File: src/rtl/ifetch_queue.sv
// In-order instruction prefetch queue between a non-stalling icache and decode.
// A redirect flushes the queue and drops the responses still owed by the icache.

module ifetch_queue #(
    parameter int  XLEN  = 32,
    parameter int  DEPTH = 4,
    localparam int CNT_W = $clog2(DEPTH + 1),
    localparam int PTR_W = $clog2(DEPTH)
) (
    input  logic            clk,
    input  logic            reset,
    input  logic [XLEN-1:0] reset_adr_i,
    output logic            icache_req_o,
    output logic [XLEN-1:0] icache_adr_o,
    input  logic            icache_rsp_v_i,
    input  logic [31:0]     icache_instr_i,
    input  logic            branch_v_q_i,
    input  logic            exception_q_i,
    input  logic [XLEN-1:0] pc_data_q_i,
    output logic            instr_v_o,
    output logic [31:0]     instr_q_o,
    output logic [XLEN-1:0] pc_q_o,
    input  logic            dec_ready_i
);

    logic                  boot_q, boot_d;
    logic [XLEN-1:0]       fetch_pc_q, fetch_pc_d;
    logic [XLEN-1:0]       rsp_pc_q, rsp_pc_d;
    logic [31:0]           instr_mem_q [DEPTH];
    logic [31:0]           instr_mem_d [DEPTH];
    logic [XLEN-1:0]       pc_mem_q [DEPTH];
    logic [XLEN-1:0]       pc_mem_d [DEPTH];
    logic [PTR_W-1:0]      rd_ptr_q, rd_ptr_d, wr_ptr_q, wr_ptr_d;
    logic [CNT_W-1:0]      occ_q, occ_d, outst_q, outst_d, drop_q, drop_d;

    logic                  redirect_s, issue_s, push_s, discard_s, head_v_s, pop_s;
    logic [CNT_W+1:0]      pending_s;

    // Handshake decode from registered counts only
    always_comb begin
        redirect_s = branch_v_q_i | exception_q_i;
        pending_s  = (CNT_W+2)'(occ_q) + (CNT_W+2)'(outst_q) + (CNT_W+2)'(drop_q);
        // Stale responses still hold a slot, so the buffer can never be overcommitted
        issue_s    = ~boot_q & ~redirect_s & (pending_s < (CNT_W+2)'(DEPTH));
        push_s     = ~boot_q & ~redirect_s & icache_rsp_v_i & (drop_q == {CNT_W{1'b0}});
        discard_s  = ~boot_q & ~redirect_s & icache_rsp_v_i & (drop_q != {CNT_W{1'b0}});
        head_v_s   = (occ_q != {CNT_W{1'b0}}) & ~redirect_s;
        pop_s      = head_v_s & dec_ready_i;
    end

    // Next-state computation for the fetch pointers, queue and counters
    always_comb begin
        boot_d      = boot_q;
        fetch_pc_d  = fetch_pc_q;
        rsp_pc_d    = rsp_pc_q;
        instr_mem_d = instr_mem_q;
        pc_mem_d    = pc_mem_q;
        rd_ptr_d    = rd_ptr_q;
        wr_ptr_d    = wr_ptr_q;
        occ_d       = occ_q;
        outst_d     = outst_q;
        drop_d      = drop_q;
        if (boot_q) begin
            boot_d     = 1'b0;
            fetch_pc_d = reset_adr_i;
            rsp_pc_d   = reset_adr_i;
        end else if (redirect_s) begin
            fetch_pc_d = pc_data_q_i;
            rsp_pc_d   = pc_data_q_i;
            rd_ptr_d   = wr_ptr_q;
            occ_d      = {CNT_W{1'b0}};
            outst_d    = {CNT_W{1'b0}};
            drop_d     = drop_q + outst_q - CNT_W'(icache_rsp_v_i);
        end else begin
            if (issue_s) begin
                fetch_pc_d = fetch_pc_q + XLEN'(4);
            end else begin
                fetch_pc_d = fetch_pc_q;
            end
            if (push_s) begin
                instr_mem_d[wr_ptr_q] = icache_instr_i;
                pc_mem_d[wr_ptr_q]    = rsp_pc_q;
                rsp_pc_d              = rsp_pc_q + XLEN'(4);
            end else begin
                rsp_pc_d = rsp_pc_q;
            end
            wr_ptr_d = wr_ptr_q + PTR_W'(push_s);
            rd_ptr_d = rd_ptr_q + PTR_W'(pop_s);
            outst_d  = outst_q + CNT_W'(issue_s) - CNT_W'(push_s);
            occ_d    = occ_q + CNT_W'(push_s) - CNT_W'(pop_s);
            drop_d   = drop_q - CNT_W'(discard_s);
        end
    end

    // State registers with asynchronous reset
    always_ff @(posedge clk or posedge reset) begin
        if (reset) begin
            boot_q     <= 1'b1;
            fetch_pc_q <= {XLEN{1'b0}};
            rsp_pc_q   <= {XLEN{1'b0}};
            rd_ptr_q   <= {PTR_W{1'b0}};
            wr_ptr_q   <= {PTR_W{1'b0}};
            occ_q      <= {CNT_W{1'b0}};
            outst_q    <= {CNT_W{1'b0}};
            drop_q     <= {CNT_W{1'b0}};
            for (int i = 0; i < DEPTH; i++) begin
                instr_mem_q[i] <= 32'h0;
                pc_mem_q[i]    <= {XLEN{1'b0}};
            end
        end else begin
            boot_q      <= boot_d;
            fetch_pc_q  <= fetch_pc_d;
            rsp_pc_q    <= rsp_pc_d;
            rd_ptr_q    <= rd_ptr_d;
            wr_ptr_q    <= wr_ptr_d;
            occ_q       <= occ_d;
            outst_q     <= outst_d;
            drop_q      <= drop_d;
            instr_mem_q <= instr_mem_d;
            pc_mem_q    <= pc_mem_d;
        end
    end

    assign icache_req_o = issue_s;
    assign icache_adr_o = fetch_pc_q;
    assign instr_v_o    = head_v_s;
    assign instr_q_o    = instr_mem_q[rd_ptr_q];
    assign pc_q_o       = pc_mem_q[rd_ptr_q];

    ifetch_queue_chk #(
        .DEPTH (DEPTH),
        .CNT_W (CNT_W)
    ) u_chk (
        .clk   (clk),
        .reset (reset),
        .rsp_v (icache_rsp_v_i),
        .occ   (occ_q),
        .outst (outst_q),
        .drop  (drop_q)
    );

endmodule

// Protocol and occupancy properties of the prefetch queue.
module ifetch_queue_chk #(
    parameter int DEPTH = 4,
    parameter int CNT_W = 3
) (
    input logic             clk,
    input logic             reset,
    input logic             rsp_v,
    input logic [CNT_W-1:0] occ,
    input logic [CNT_W-1:0] outst,
    input logic [CNT_W-1:0] drop
);

    logic [CNT_W+1:0] total_s;

    assign total_s = (CNT_W+2)'(occ) + (CNT_W+2)'(outst) + (CNT_W+2)'(drop);

    a_rsp_owed: assert property (@(posedge clk) disable iff (reset)
        rsp_v |-> ((outst != {CNT_W{1'b0}}) || (drop != {CNT_W{1'b0}})));

    a_slots_bounded: assert property (@(posedge clk) disable iff (reset)
        total_s <= (CNT_W+2)'(DEPTH));

endmodule

File: config.mk
export PLATFORM = sky130hd
export DESIGN_NAME = ifetch_queue
export DESIGN_NICKNAME = d
export VERILOG_FILES = /design/src/rtl/ifetch_queue.sv
export SDC_FILE = /design/constraint.sdc
export NUM_CORES = 1
export LEC_CHECK = 0
export ABC_AREA = 1
export BUFFER_PORTS_ARGS = -buffer_cell sky130_fd_sc_hd__buf_2
export CAP_MARGIN = 10
export CORE_UTILIZATION = 55
export CTS_BUF_LIST = sky130_fd_sc_hd__clkbuf_2 sky130_fd_sc_hd__clkbuf_4 sky130_fd_sc_hd__clkbuf_8
export DETAILED_ROUTE_END_ITERATION = 8
export HOLD_SLACK_MARGIN = 0.08
export MAX_ROUTING_LAYER = met4
export PLACE_DENSITY = 0.79
export SKIP_LAST_GASP = 1
export SYNTH_ARGS = -nofsm -noshare
export SYNTH_HDL_FRONTEND = slang
export SYNTH_SLANG_ARGS = --single-unit
File: constraint.sdc
create_clock -name clk -period 9.3 [get_ports clk]
set_input_delay 0.465 -clock clk [delete_from_list [all_inputs] [get_ports clk]]
set_output_delay 0.465 -clock clk [all_outputs]
set_load 0.1 [all_outputs]
Word level (Yosys, flattened, before mapping). Index checks and enable logic that the tools add are counted. Widths: inputs -> output; s select.

Output and inout bits: 98. Logic and storage cells: 73. Input bits: 102. Register bits: 334.

Multiplexer cells: 20. Add/sub/neg operators: 13. Bitwise logic cells: 12. $lt $le $gt $ge: 4. Reduce and logical (&&, ||, !) cells: 8.

Operator list (count): $mux 32 (11); $bwmux 128 (2); $bmux 32 s2 (2); $add 32x3->32 const B (2); $demux 32 s2 (1); $reduce_bool 3->1 (4); $sub 3x1->3 (4); $mux 3 (3); $and 1x1->1 (7); $add 3x1->3 (2); $ge 3x3->1 const B (2); $not 2->3 (2); $add 5x3->5 (1); $lt 5x3->1 const B (1); $add 2x1->2 (2); $add 3x3->4 (1); $add 3x3->3 (1); $logic_not 3->1 (1); $lt 3x1->1 const B (1); $reduce_and 3->1 (1); $mux 2 (1); $not 1->1 (2); $reduce_and 2->1 (1); $logic_and 1x1->1 (1); $or 1x1->1 (1).

Logic depth before layout (Yosys ltp).
Word-level depth: 8. Depth in mapped cells: 16. Gate-level depth less buffers: 15.

Worst setup path after synthesis. Ideal clock, no wire load.

Path type: register to register. Start point: register drop_q[2]. End point: register outst_q[2]. Slack: 4946 ps. Required time: 9167 ps. Stages on the path, launching flop included: 16. Period minus slack after synthesis: 4354 ps. Library setup time: 133 ps. Path buffers: 1. Data arrival time: 4222 ps. Cell sequence: dfrtp_1 -> inv_1 -> fa_1 -> inv_1 -> fa_1 -> nand2_1 -> inv_1 -> nor2_1 -> nand4_1 -> clkbuf_1 -> nor2_1 -> ha_1 -> inv_1 -> fa_1 -> o21ai_0 -> o22ai_1.

Longest elaborated chain between the ends: 6. Elaborated cells on any way between the ends: 8. Those cells by class: add/sub: 3; order compare: 1; mux: 1; bitwise: 2; reduce/logical: 1.

RTL lines: from (decl) (line 34) `logic [CNT_W-1:0] occ_q, occ_d, outst_q, outst_d, drop_q, drop_d;`; from (signal assigned) (line 105) `drop_q <= {CNT_W{1'b0}};`; from (signal assigned) (line 118) `drop_q <= drop_d;`; $add 5x3->5; $lt 5x3->1 (line 44) `issue_s = ~boot_q & ~redirect_s & (pending_s < (CNT_W+2)'(DEPTH));`; $and 1x1->1 (line 44); net icache_req_o (line 13) `output logic icache_req_o,`; $add 3x1->3 (line 89) `outst_d = outst_q + CNT_W'(issue_s) - CNT_W'(push_s);`; $sub 3x1->3 (line 89); $mux 3 (line 67) `end else if (redirect_s) begin`; to (signal assigned) (line 104) `outst_q <= {CNT_W{1'b0}};`; to (signal assigned) (line 117) `outst_q <= outst_d;`; to (decl) (line 34).

The timed path passes the listed nets, and every way through them passes these cells. A chain may end at the register's enable or synchronous reset.

Worst setup path after layout.
Start point: register rd_ptr_q[0]. End point: output pc_q_o[24].

Longest elaborated chain between the ends: 4.

RTL lines: from (decl) (line 33) `logic [PTR_W-1:0] rd_ptr_q, rd_ptr_d, wr_ptr_q, wr_ptr_d;`; from (signal assigned) (line 101) `rd_ptr_q <= {PTR_W{1'b0}};`; from (signal assigned) (line 114) `rd_ptr_q <= rd_ptr_d;`; $not 2->3 (not written as such) (line 128) `assign pc_q_o = pc_mem_q[rd_ptr_q];`; $bmux 32 s2 (line 128); $mux 32 (not written as such) (2 in series) (line 128); to (decl) (line 22) `output logic [XLEN-1:0] pc_q_o,`.

No other way between the ends. The select of a mux whose other input is x is not followed.

==> results.py <==
metrics = {
    "floorplan": {
        "rows": 64,
        "die_y_um": 179,
        "dieArea_um2": 31900,
        "io-pin-count": 200,
        "core-area_um2": 30700,
        "initial_core_util_pct": 55.9,
        "die_width_um": 179,
    },
    "clocking": {
        "cts_root_buf": "clkbuf_8",
        "cts_buffers": 55,
        "cts.sinks": 332,
        "clk_pin_slew_ns": 0.06,
        "htreeDepth": 2,
        "cts_tree": "done",
        "cts_setup_buffers": 0,
        "insertion_delay_ns": 0.60,
        "clk_path_buf_depth": 3,
    },
    "detailed_routing": {
        "first_pass_iters": 7,
        "dr_total_vias": 15400,
        "wl_met2_um": 21000,
        "ant_nets": 0,
        "routed_wl_um": 44700,
        "drc": 0,
        "met3_length_um": 3370,
        "top_layer": "met4",
        "wl_met1_um": 19000,
        "drtIter0Drc": 1110,
        "viasPerCell": 5.64,
        "wl_per_cell_um": 16.4,
    },
    "placement": {
        "gp_congestion": 0.918,
        "post-dp-hpwl_um": 28600,
        "port_buffers": 199,
    },
    "global_route": {
        "grtUsageTotal_pct": 29.4,
        "antenna_found_initial": 0,
        "grt_max_degree": 135,
        "grt_pass1_vias": 14600,
        "gr-total-overflow": 0,
        "grt_pass1_wl_um": 72600,
    },
    "cells_and_area": {
        "finalNetCount": 2412,
        "area.sequential_um2": 8310,
        "final_core_util_pct": 62.5,
        "diodes": 0,
        "fill_cells": 2723,
        "multiInputGateArea_um2": 7410,
        "drive_above_1_share_pct": 16.7,
        "syn_to_final_growth_pct": 11.8,
    },
    "pwr": {
        "ir_worst_vdd_v": 0.000147,
        "p_leak_nw": 9.34,
        "powerDensity_nw_per_um2": 248,
    },
    "yosys": {
        "synth_cell_types": 43,
        "synthAdderAreaFrac_pct": 1.79,
        "synth_nets": 2272,
        "netlist_instances": 2149,
        "synth_largest_area_cell": "dfrtp_1",
        "synth_ff_type": "dfrtp_1",
        "async_flop_share_pct": 100,
        "synth_edf_count": 0,
        "avgSynthCellArea_um2": 7.98,
        "synth-simple-area-share_pct": 20.9,
        "syn-cell-area_um2": 17200,
        "synth_top_cells_by_area": "dfrtp_1 48%, nand2_1 11%, o21ai_1 6.0%",
        "synth_top_family_by_area": "simple AND/OR/NAND/NOR gates",
        "yosysWarningCount": 0,
        "yosys.area_share.xor_xnor_pct": 0.562,
        "synth_top_area_share_pct": 48.3,
        "ys_seq_area_share_pct": 48.4,
        "synthMuxAreaShare_pct": 0.642,
        "synth_compound_area_share_pct": 19.1,
        "ys_seq_elements": 332,
    },
    "sta": {
        "fmax_mhz": 237,
        "rsz0062_at_grt": "no",
        "whs_ns": 0.108,
        "period_share_pct": 45.3,
        "fin_skew_ns": 0.0236,
        "setup_viol": 0,
        "min_period_ns": 4.21,
        "worst_pin_slew_ns": 1.08,
        "max_slew_margin_pct": 28.0,
        "setup_tns_ns": 0,
        "hold_viol": 0,
        "finalMaxSlewViolations": 0,
    },
    "status": {
        "status": "complete, no violations",
    },
    "worst_hold_path": {
        "hp-class": "input port to flop",
    },
    "setup_path": {
        "crit_required_ns": 8.84,
        "arrival_ns": 3.75,
        "critPathLaunchType": "flop",
        "crit_path_cell_trace": "clkinv_2 -> buf_4 -> o21ai_0 -> o22ai_1 -> buf_2",
        "path_max_fanout": 73,
        "crit_type": "flop to output pin",
        "cp-end-kind": "output pin",
        "critPathMaxStageDelay_ns": 0.93,
        "slowest_stage": "dfrtp_4",
    },
    "run": {
        "cap_violations": 0,
    },
}
==> state kept, by name, indices dropped and copies added (netlist names) <==
name and count:
rsp_pc_q 31, drop_q 3, icache_adr_o 31, outst_q 3, pc_mem_q 128, wr_ptr_q 2, rd_ptr_q 2, occ_q 3
boot_q 1, instr_mem_q 128
==> worst max-delay path, delay by kind of cell (launching register included) <==
| family | cells | cell delay (ns) |
|---|---|---|
| AOI/OAI and AO/OA | 2 | 0.40 |
| buffers and inverters | 3 | 1.76 |
| DFF | 1 | 0.93 |
==> per-stage QoR <==
step                      total power, mW  worst slack, ns  instances  area (um^2)
after global placement               3.32             5.82       2627        17900
after floorplan                      3.19             4.40       2149        17200
final                                4.76             5.09       2727        19200
after detailed placement             3.36             5.77       2627        17900
after global routing                 4.99             4.83       2727        19200
after CTS                            4.77             5.14       2727        19200
==> layout by cell type, fill, tap and decap left out, types with 11 or more instances in the layout <==
cell type  netlist  routed
nand2_1        513     513
dfrtp_1        331     329
nor2_1         265     265
o21ai_1        207     207
buf_2           42     199
o21ai_0        185     185
inv_1          158     155
nand3_1         81      81
clkbuf_8         0      68
o22ai_1         67      67
a21oi_1         55      55
o21ai_2         50      50
clkbuf_4         0      17
ha_1            15      15
buf_4            8      14
o211ai_1        13      13
mux2i_1         11      11
==> area by class of cell <==
| cell class | instances | share of cell area (%) |
|---|---|---|
| clock inverters | 14 | 0.835 |
| clock buffers | 85 | 5.54 |
| repair buffers | 215 | 5.90 |
| multi-input cells | 1525 | 38.6 |
| inverters | 160 | 3.17 |
| well taps | 396 | 2.58 |
| flip-flops and latches | 332 | 43.3 |
==> cell families (layout without fill, tap and decap cells) <==
| family | count (synthesis) | count (layout) |
|---|---|---|
| adder cells (fa/ha/maj) | 21 | 21 |
| other | 1 | 1 |
| AND/OR/NAND/NOR | 892 | 892 |
| multiplexers | 11 | 11 |
| AO/OA/AOI/OAI | 589 | 589 |
| flip-flops | 332 | 332 |
| buffers and inverters | 292 | 474 |
| XOR/XNOR | 11 | 11 |
==> power breakdown <==
part | internal, mW | leakage, nW | switching, mW
registers | 1.65 | 4.44 | 0.176
clock network | 0.813 | 0.653 | 0.597
logic | 0.331 | 4.25 | 1.19
==> synthesized netlist by cell type (38+ instances only) <==
master	instances
nand3_1	81
o22ai_1	67
dfrtp_1	331
a21oi_1	55
buf_2	42
buf_6	38
o21ai_1	207
inv_1	158
clkbuf_1	42
o21ai_2	50
nor2_1	265
nand2_1	513
o21ai_0	185
==> per-layer routing <==
layer	global-route usage, %	vias to the layer above
met2	46.3	642
met3	4.67	101
met5	-	-
li1	-	7364
met1	38.4	7270
met4	10.6	0
==> path summary, 6_finish.rpt <==
check                          startpoint             to  slack, ns  depth (start not counted)
hold / removal             reset_adr_i[0]    rsp_pc_q[0]       0.11                          3
min in group asynchronous           reset      drop_q[0]       0.59                          3
setup / recovery              rd_ptr_q[0]     pc_q_o[24]       5.09                          5
max in group asynchronous           reset  pc_mem_q[110]       6.47                          5
hold reg to reg              pc_mem_q[75]   pc_mem_q[75]       0.48                          2
setup reg to reg                drop_q[2]     outst_q[2]       5.74                         14
==> what timing repair did <==
item | CTS | global route
endpoints found under the hold margin | 36 | 0
resized for setup | 0 | 0
hold buffers | 1 | 0
Power figures use the tool's default switching activity.
